### src/rtl/cnn_pkg.sv
// Shared CNN front-end constants: activation map geometry, pooled sizes and counter widths.
package cnn_pkg;

    localparam int DATA_BITS = 8;
    localparam int CH        = 16;
    localparam int IN_W      = 28;
    localparam int IN_H      = 28;

    localparam int POOL_W    = IN_W / 2;
    localparam int POOL_H    = IN_H / 2;
    // Must match fc_top INPUT_NUM.
    localparam int FEAT_NUM  = POOL_W * POOL_H * CH;

    localparam int COL_W     = $clog2(IN_W);
    localparam int ROW_W     = $clog2(IN_H);
    localparam int CH_W      = (CH > 1) ? $clog2(CH) : 1;

    typedef enum logic {
        ST_ACCEPT    = 1'b0,
        ST_SERIALIZE = 1'b1
    } pool_state_e;

endpackage

### src/rtl/maxpool2x2_serializer_smax_vec.sv
// Combinational per-lane signed maximum of two packed CH-lane vectors.
module smax_vec #(
    parameter int CH        = cnn_pkg::CH,
    parameter int DATA_BITS = cnn_pkg::DATA_BITS
) (
    input  logic [CH*DATA_BITS-1:0] a,
    input  logic [CH*DATA_BITS-1:0] b,
    output logic [CH*DATA_BITS-1:0] y
);

    function automatic logic signed [DATA_BITS-1:0] smax(
        input logic signed [DATA_BITS-1:0] x,
        input logic signed [DATA_BITS-1:0] z
    );
        return (x > z) ? x : z;
    endfunction

    for (genvar i = 0; i < CH; i++) begin : g_lane
        assign y[i*DATA_BITS +: DATA_BITS] = smax(a[i*DATA_BITS +: DATA_BITS],
                                                  b[i*DATA_BITS +: DATA_BITS]);
    end

endmodule

### src/rtl/maxpool2x2_serializer.sv
// Signed 2x2 stride-2 max-pool over a raster activation map, serialised one channel per beat for fc_top.
module maxpool2x2_serializer #(
    parameter int IN_W      = cnn_pkg::IN_W,
    parameter int IN_H      = cnn_pkg::IN_H,
    parameter int CH        = cnn_pkg::CH,
    parameter int DATA_BITS = cnn_pkg::DATA_BITS
) (
    input  logic                        clk,
    input  logic                        rst_n,
    input  logic                        in_valid,
    output logic                        in_ready,
    input  logic [CH*DATA_BITS-1:0]     in_data,
    output logic                        feat_valid,
    output logic signed [DATA_BITS-1:0] feat_data,
    output logic                        frame_done
);

    import cnn_pkg::*;

    localparam int VEC_W    = CH * DATA_BITS;
    localparam int PW       = IN_W / 2;
    localparam int COL_BITS = $clog2(IN_W);
    localparam int ROW_BITS = $clog2(IN_H);
    localparam int CH_BITS  = (CH > 1) ? $clog2(CH) : 1;

    localparam logic [COL_BITS-1:0] COL_LAST = COL_BITS'(IN_W - 1);
    localparam logic [ROW_BITS-1:0] ROW_LAST = ROW_BITS'(IN_H - 1);
    localparam logic [CH_BITS-1:0]  CH_LAST  = CH_BITS'(CH - 1);

    pool_state_e         state, state_nxt;
    logic [COL_BITS-1:0] col;
    logic [ROW_BITS-1:0] row;
    logic [CH_BITS-1:0]  ch_cnt;
    logic                frame_last;

    logic [VEC_W-1:0]    h_reg_p0;
    logic [VEC_W-1:0]    hmax_p0;
    logic [VEC_W-1:0]    lb_rd_p0;
    logic [VEC_W-1:0]    vmax_p0;
    logic [VEC_W-1:0]    shreg_p1;
    logic [VEC_W-1:0]    linebuf [PW];

    logic                accept;
    logic                pair_end;
    logic                win_end;
    logic                last_beat;

    assign in_ready  = (state == ST_ACCEPT);
    assign accept    = in_valid && in_ready;
    assign pair_end  = accept && col[0];
    assign win_end   = pair_end && row[0];
    assign last_beat = (state == ST_SERIALIZE) && (ch_cnt == CH_LAST);
    assign lb_rd_p0  = linebuf[col[COL_BITS-1:1]];

    smax_vec #(.CH(CH), .DATA_BITS(DATA_BITS)) u_hmax (
        .a (h_reg_p0),
        .b (in_data),
        .y (hmax_p0)
    );

    smax_vec #(.CH(CH), .DATA_BITS(DATA_BITS)) u_vmax (
        .a (lb_rd_p0),
        .b (hmax_p0),
        .y (vmax_p0)
    );

    always_comb begin
        state_nxt = state;
        case (state)
            ST_ACCEPT:    if (win_end)   state_nxt = ST_SERIALIZE;
            ST_SERIALIZE: if (last_beat) state_nxt = ST_ACCEPT;
            default:                     state_nxt = ST_ACCEPT;
        endcase
    end

    always_ff @(posedge clk) begin
        if (!rst_n) begin
            state      <= ST_ACCEPT;
            col        <= '0;
            row        <= '0;
            ch_cnt     <= '0;
            frame_last <= 1'b0;
            feat_valid <= 1'b0;
            feat_data  <= '0;
            frame_done <= 1'b0;
        end else begin
            state      <= state_nxt;
            feat_valid <= (state == ST_SERIALIZE);
            frame_done <= last_beat && frame_last;
            if (state == ST_SERIALIZE) begin
                feat_data <= shreg_p1[DATA_BITS-1:0];
                ch_cnt    <= last_beat ? '0 : ch_cnt + 1'b1;
            end
            if (accept) begin
                col <= (col == COL_LAST) ? '0 : col + 1'b1;
                if (col == COL_LAST)
                    row <= (row == ROW_LAST) ? '0 : row + 1'b1;
            end
            // Remember whether this window closes the frame so the pulse lands on its final beat.
            if (win_end)
                frame_last <= (row == ROW_LAST) && (col == COL_LAST);
        end
    end

    // Pool stage p0 -> serialiser p1; data path carries no reset, line buffer is written before it is read.
    always_ff @(posedge clk) begin
        if (accept && !col[0])
            h_reg_p0 <= in_data;
        if (pair_end && !row[0])
            linebuf[col[COL_BITS-1:1]] <= hmax_p0;
        if (win_end)
            shreg_p1 <= vmax_p0;
        else if (state == ST_SERIALIZE)
            shreg_p1 <= shreg_p1 >> DATA_BITS;
    end

endmodule

### config.mk
export PLATFORM = sky130hd
export DESIGN_NAME = maxpool2x2_serializer
export DESIGN_NICKNAME = d
export VERILOG_FILES = /design/src/rtl/cnn_pkg.sv /design/src/rtl/maxpool2x2_serializer_smax_vec.sv /design/src/rtl/maxpool2x2_serializer.sv
export SDC_FILE = /design/constraint.sdc
export NUM_CORES = 2
export LEC_CHECK = 0
export ABC_CLOCK_PERIOD_IN_PS = 18700
export CAP_MARGIN = 20
export CORE_MARGIN = 1.5
export CORE_UTILIZATION = 35
export DETAILED_ROUTE_END_ITERATION = 8
export HOLD_SLACK_MARGIN = 0.03
export PLACE_DENSITY = 0.51
export SYNTH_ARGS = -nofsm -noshare
export SYNTH_HDL_FRONTEND = slang
export SYNTH_SLANG_ARGS = --single-unit
export TNS_END_PERCENT = 5
### constraint.sdc
create_clock -name clk -period 18.7 [get_ports clk]
set_input_delay 3.74 -clock clk [delete_from_list [all_inputs] [get_ports clk]]
set_output_delay 3.74 -clock clk [all_outputs]
set_load 0.05 [all_outputs]
# [Yosys cells after proc, flatten, opt, wreduce, memory -nomap -nowiden]
# Memories as Yosys holds them, arrays and structs flattened. A register that Yosys moved wholly into a read port is not among the register bits.
# Cells that the tools add are included.
[op_classes] n_addsub=3 magnitude_cmp=32 n_eq_ne=3 n_mux=44 bitwise=1 n_reduce_logical=12
[ops] operator="8-bit > comparator" n=32
[ops] operator="128-bit two-way mux" n=2
[ops] operator="8-bit two-way mux" n=32
[ops] operator="4-bit two-way mux" n=3
[ops] operator="5-bit by 1-bit adder with 5-bit output (second input constant)" n=2
[ops] operator="5-bit equality test (second input constant)" n=2
[ops] operator="5-bit two-way mux" n=2
[ops] operator="1-bit logical AND" n=8
[ops] operator="4-bit by 1-bit adder with 4-bit output (second input constant)" n=1
[ops] operator="4-bit equality test (second input constant)" n=1
[ops] operator="1-bit two-way mux" n=4
[ops] operator="1-bit zero test" n=2
[ops] operator="1-bit one-hot mux with 2 select lines" n=1
[ops] operator="2-bit AND reduction" n=1
[ops] operator="2-bit nonzero test" n=1
[ops] operator="1-bit inverter" n=1
[totals] regBits=282 mem_bits_rw=1792 inputBits=131 out_inout_bits=11 word_cells=106 memories=1
[memory_table] memory="linebuf" depth=14 word_bits=128 read_ports=1 rd_ports_with_merged_regs=1 write_ports=1 line="maxpool2x2_serializer.sv:41" text="logic [VEC_W-1:0] linebuf [PW];"

# [Depth between registers and ports, before layout]
[depth] ltp_word=6 depth_mapped=18 depth_no_buf=17

# [By module]
# Synthesis repeated with hierarchy kept, for this count alone.
[unflattened] hier_cells=5008 hier_area_um2=88378.5
[by_module_without_submodules] mod="maxpool2x2_serializer" n_inst=1 cells_per_inst=3700 area_each_um2=77780.8 seq_area_each_um2=62099.6
[by_module_without_submodules] mod="smax_vec" n_inst=2 cells_per_inst=654 area_each_um2=5298.8 seq_area_each_um2=0.0

# [Worst setup path after synthesis]
# Ideal clock, no wire load.
[synth_timing] kind="input to register" from="in in_valid" to="mem linebuf[0][0] (netlist bit) (enable)" setup_ps=772 arrival_ps=13405 required_time_ps=17928 setup_slack_ps=4523 stages=5 path_buffers=1 cell_sequence="nor2b_1 -> clkbuf_1 -> nand3b_1 -> or3_1 -> nor3_1"
[synth_via] elab_chain_cells=5
[synth_rtl] element="start: declaration" line="maxpool2x2_serializer.sv:10" text="input logic in_valid,"
[synth_rtl] element="1-bit logical AND" line="maxpool2x2_serializer.sv:49" text="assign accept = in_valid && in_ready;"
[synth_rtl] element="1-bit logical AND" line="maxpool2x2_serializer.sv:50" text="assign pair_end = accept && col[0];"
[synth_rtl] element="1-bit logical AND" line="maxpool2x2_serializer.sv:109" text="if (pair_end && !row[0])"
[synth_rtl] element="1-bit two-way mux" line="maxpool2x2_serializer.sv:109"
[synth_rtl] element="1-bit two-way mux (implied by the code)" line="maxpool2x2_serializer.sv:110" text="linebuf[col[COL_BITS-1:1]] <= hmax_p0;"
[synth_rtl] element="end: declaration" line="maxpool2x2_serializer.sv:41"
# No other way between the ends.

# [Worst setup path after layout]
[layout_timing] from="in in_data[15]" to="reg shreg_p1[15], data pin"
[layout_via] elab_chain_cells=5
[layout_rtl] element="start: declaration" line="maxpool2x2_serializer.sv:12" text="input logic [CH*DATA_BITS-1:0] in_data,"
[layout_rtl] element="8-bit > comparator" line="maxpool2x2_serializer_smax_vec.sv:15" text="return (x > z) ? x : z;"
[layout_rtl] element="8-bit two-way mux *" line="maxpool2x2_serializer_smax_vec.sv:15"
[layout_rtl] element="via hmax_p0[15]" line="maxpool2x2_serializer.sv:37" text="logic [VEC_W-1:0] hmax_p0;"
[layout_rtl] element="8-bit > comparator" line="maxpool2x2_serializer_smax_vec.sv:15"
[layout_rtl] element="8-bit two-way mux *" line="maxpool2x2_serializer_smax_vec.sv:15"
[layout_rtl] element="128-bit two-way mux *" line="maxpool2x2_serializer.sv:111" text="if (win_end)"
[layout_rtl] element="end signal: assignment" line="maxpool2x2_serializer.sv:112" text="shreg_p1 <= vmax_p0;"
[layout_rtl] element="end signal: assignment" line="maxpool2x2_serializer.sv:114" text="shreg_p1 <= shreg_p1 >> DATA_BITS;"
[layout_rtl] element="end: declaration" line="maxpool2x2_serializer.sv:40" text="logic [VEC_W-1:0] shreg_p1;"
# The timed path passes the listed nets; every way through them passes the cells marked *.
# A chain may end at the register's enable or synchronous reset.

==> impl_results.md <==
- Status: complete, no violations
- Warnings, synthesis: 0
- Area contributors post-synth: edfxtp_1 70%, mux4_2 13%, ha_1 3.7%
- DRC violations left: 0
- CP Data Arrival Time: 8490 ps
- First-pass GRT wire length: 314 mm
- Internal power: 8.16 mW
- CTS root buf: clkbuf_16
- Gp weighted congestion: 0.767
- Initial Utilization: 35.1%
- DR iter-0 viols: 3277
- Psw: 2.42 mW
- Via count: 43408
- HP Start: frame_last
- RR Endpoint: shreg_p1[27]
- CP endpoint kind: flip-flop
- Post-cts resize count: 0
- Reg2Reg Depth: 11
- Largest net degree at the start of global routing: 99
- Peak supply drop: 0.0946 mV
- Fin. max-slew vios: 0
- Initial antenna violation count: 10
- Reg clk slew, reported paths: 60 ps
- Mapped Cells: 4498
- Clk pwr share: 41.5%
- CTS max path bufs: 3
- GRT Residual Overflow: 0
- Synth Flop Type: edfxtp_1
- Total track usage: 16.9%
- Hold Path Stages: 2
- Htree depth: 4
- Mapped Avg Cell Area: 19.4 µm²
- Vias in the first global route: 45222
- TritonCTS clock tree: built
- Async SR Flop Fraction: 0%
- Sequential power share: 50.2%
- Final Critical Period: 7900 ps
- Combinational power share: 8.3%
- Critical path class: input port to flip-flop
- Final ANT Viol Nets: 0
- Largest area contributor in the netlist: edfxtp_1
- I/O pins: 142
- Unrepaired setup endpoints after global routing: no
- Post-CTS Setup Bufs: 0
- Top cell type's share of synthesized area: 70.5%
- IO buf count: 141
- FMAX: 127 MHz
- Switching Share: 22.9%
- Synth-to-layout area growth: 14.7%
- Net Count, Synth: 4888
- Required time worst endpoint: 19290 ps
- CTS sink cnt: 2078
- Die Ht: 502 µm
- Yosys reg bits: 2078
- Post-Syn Area: 0.0872 mm²
- CP max FO: 16
- FF-to-FF setup slack: 12270 ps
- Net count, final: 5140
- Die area: 0.252 mm²
- Detailed Route WL: 212 mm
- # fillers: 22173
- CORE AREA: 0.248 mm²
- Static Leak: 31.9 nW
- CTS Buf Count: 225
- Pwr Total: 10.6 mW
- Rel. slew slack: 25.6%
- Share of cells above drive strength 1: 23.1%
- Hold Path End: frame_done
- Final Hold Fails: 0
- Fin Setup TNS: 0 ps
- Final worst path period share: 42.2%
- Setup crit start kind: input port
- Final setup margin: 10800 ps
- Num rows: 183
- # hold bufs at CTS: 0
- Max Cap Violations: 0
- Post-synthesis sequential area ratio: 71.2%
- Synth cell types: 61
- Cell Pwr Density: 106 mW/mm²
- Die Wd: 502 µm
- Vias per Instance: 5.25
- EDFF count, synth: 2048
- HP Class: flip-flop to flip-flop
- Setup violators final: 0
- Drt first pass iters: 5
- Clock Latency Late Sink: 860 ps
- Placement Setup Slack: 9830 ps
- Avg WL per Cell: 25.7 µm
- Clock Skew: 72.7 ps
- Worst-margin pin slew: 1120 ps
- HPWL after DPL: 115 mm
## power by group through the flow
stage / Clock [mW] / Combinational, mW / Sequential (mW)
floorplan: 0 / 0.613 / 5.40
global placement: 0 / 0.874 / 5.41
detailed placement: 0 / 0.891 / 5.41
CTS: 4.52 / 0.894 / 5.31
global route: 4.69 / 0.980 / 5.31
finish: 4.39 / 0.876 / 5.31
## synth_stat cells, types with 5 or more instances
cell type / count
o32ai_1: 8
mux2_2: 203
buf_6: 11
nand2b_1: 23
buf_2: 21
ha_1: 259
nand3_1: 63
dfxtp_1: 30
buf_4: 27
nand2_1: 63
a21o_1: 20
o21a_1: 18
nor2_1: 97
nand4_1: 34
and3_1: 6
o22a_1: 7
buf_1: 45
a31oi_1: 5
or2_2: 14
clkbuf_1: 86
a41oi_1: 21
nor3_1: 8
inv_1: 279
o21ai_1: 17
o221a_2: 6
mux2i_1: 100
edfxtp_1: 2048
and2_1: 29
o211ai_1: 12
a21oi_1: 100
mux4_2: 489
a211oi_1: 13
nor2b_1: 121
nor4b_1: 14
a221o_1: 90
o21ai_0: 56
or3_1: 7
## worst max path at each step
stage	start	end	slack, ps	depth (start not counted)
final	in_data[15]	shreg_p1[15]	10800	17
after global routing	in_data[15]	shreg_p1[15]	10400	17
after CTS	in_data[15]	shreg_p1[11]	10780	16
after detailed placement	in_data[15]	shreg_p1[15]	9830	16
after global placement	in_data[15]	shreg_p1[15]	9870	16
after floorplan	in_valid	linebuf[0][0]	4520	5
## registers in the layout (all words and copies together) (netlist names), named ones only
signal and flops:
row 5, feat_valid 1, shreg_p1 128, state 1, ch_cnt 4, frame_last 1
frame_done 1, h_reg_p0 128, linebuf 1792, feat_data 8, col 5
## layout make-up
| class | count | area (µm²) | area share, % |
|---|---|---|---|
| inverter | 279 | 1050 | 1.05 |
| tap | 3330 | 4170 | 4.16 |
| multi-input combinational | 1950 | 23300 | 23.3 |
| sequential | 2078 | 62100 | 62.1 |
| clock inverter | 146 | 1510 | 1.50 |
| antenna | 1 | 2.50 | 0.00250 |
| timing repair buffer | 216 | 2100 | 2.10 |
| clock buffer | 274 | 5830 | 5.83 |
## logic make-up after synthesis
group           after synthesis  share of synthesized area [%]
compound gates              404                           3.37
xor+xnor                      7                         0.0703
fa+ha+maj                   259                           3.71
buf+inv                     470                           2.26
flops                      2078                           71.2
mux                         793                           16.4
simple gates                487                           2.99
## placed cells by master (no fill, tap or decap), drive strengths merged, types with 90 or more instances in the layout
cell / count
edfxtp: 2048
mux4: 489
inv: 284
clkbuf: 274
ha: 259
mux2: 204
clkdlybuf4s50: 141
nor2b: 121
clkinv: 103
a21oi: 100
mux2i: 100
nor2: 98
a221o: 90
## per-stage QoR
stage,cell area (µm²),hold WS [ps],utilization (%),std cells
global placement,92700,483,37.3,7852
floorplan,87200,446,-,4498
finish,100000,516,40.3,8274
global route,100000,530,40.3,8274
detailed placement,92700,485,37.3,7852
CTS,100000,514,40.3,8272
## per-layer routing
metal	vias up	track usage, %	share of wire [%]
li1	18904	-	-
met3	255	2.44	4.0
met5	-	0	0.021
met1	23405	24.0	46
met4	6	3.66	1.7
met2	838	27.4	48
## critical path, stage by stage
cell and delay (ps):
clkdlybuf4s50_1 540, inv_1 60, ha_1 530, and4_1 300, o2111a_1 280, nor2_2 120
a31oi_1 500, nor2_1 80, a221oi_1 300, buf_4 270, inv_1 60, ha_1 310
nor4b_1 360, nand3_1 120, and3_1 350, and3_1 280, a221o_1 260
Note: power is estimated with default switching activity, not from simulation.
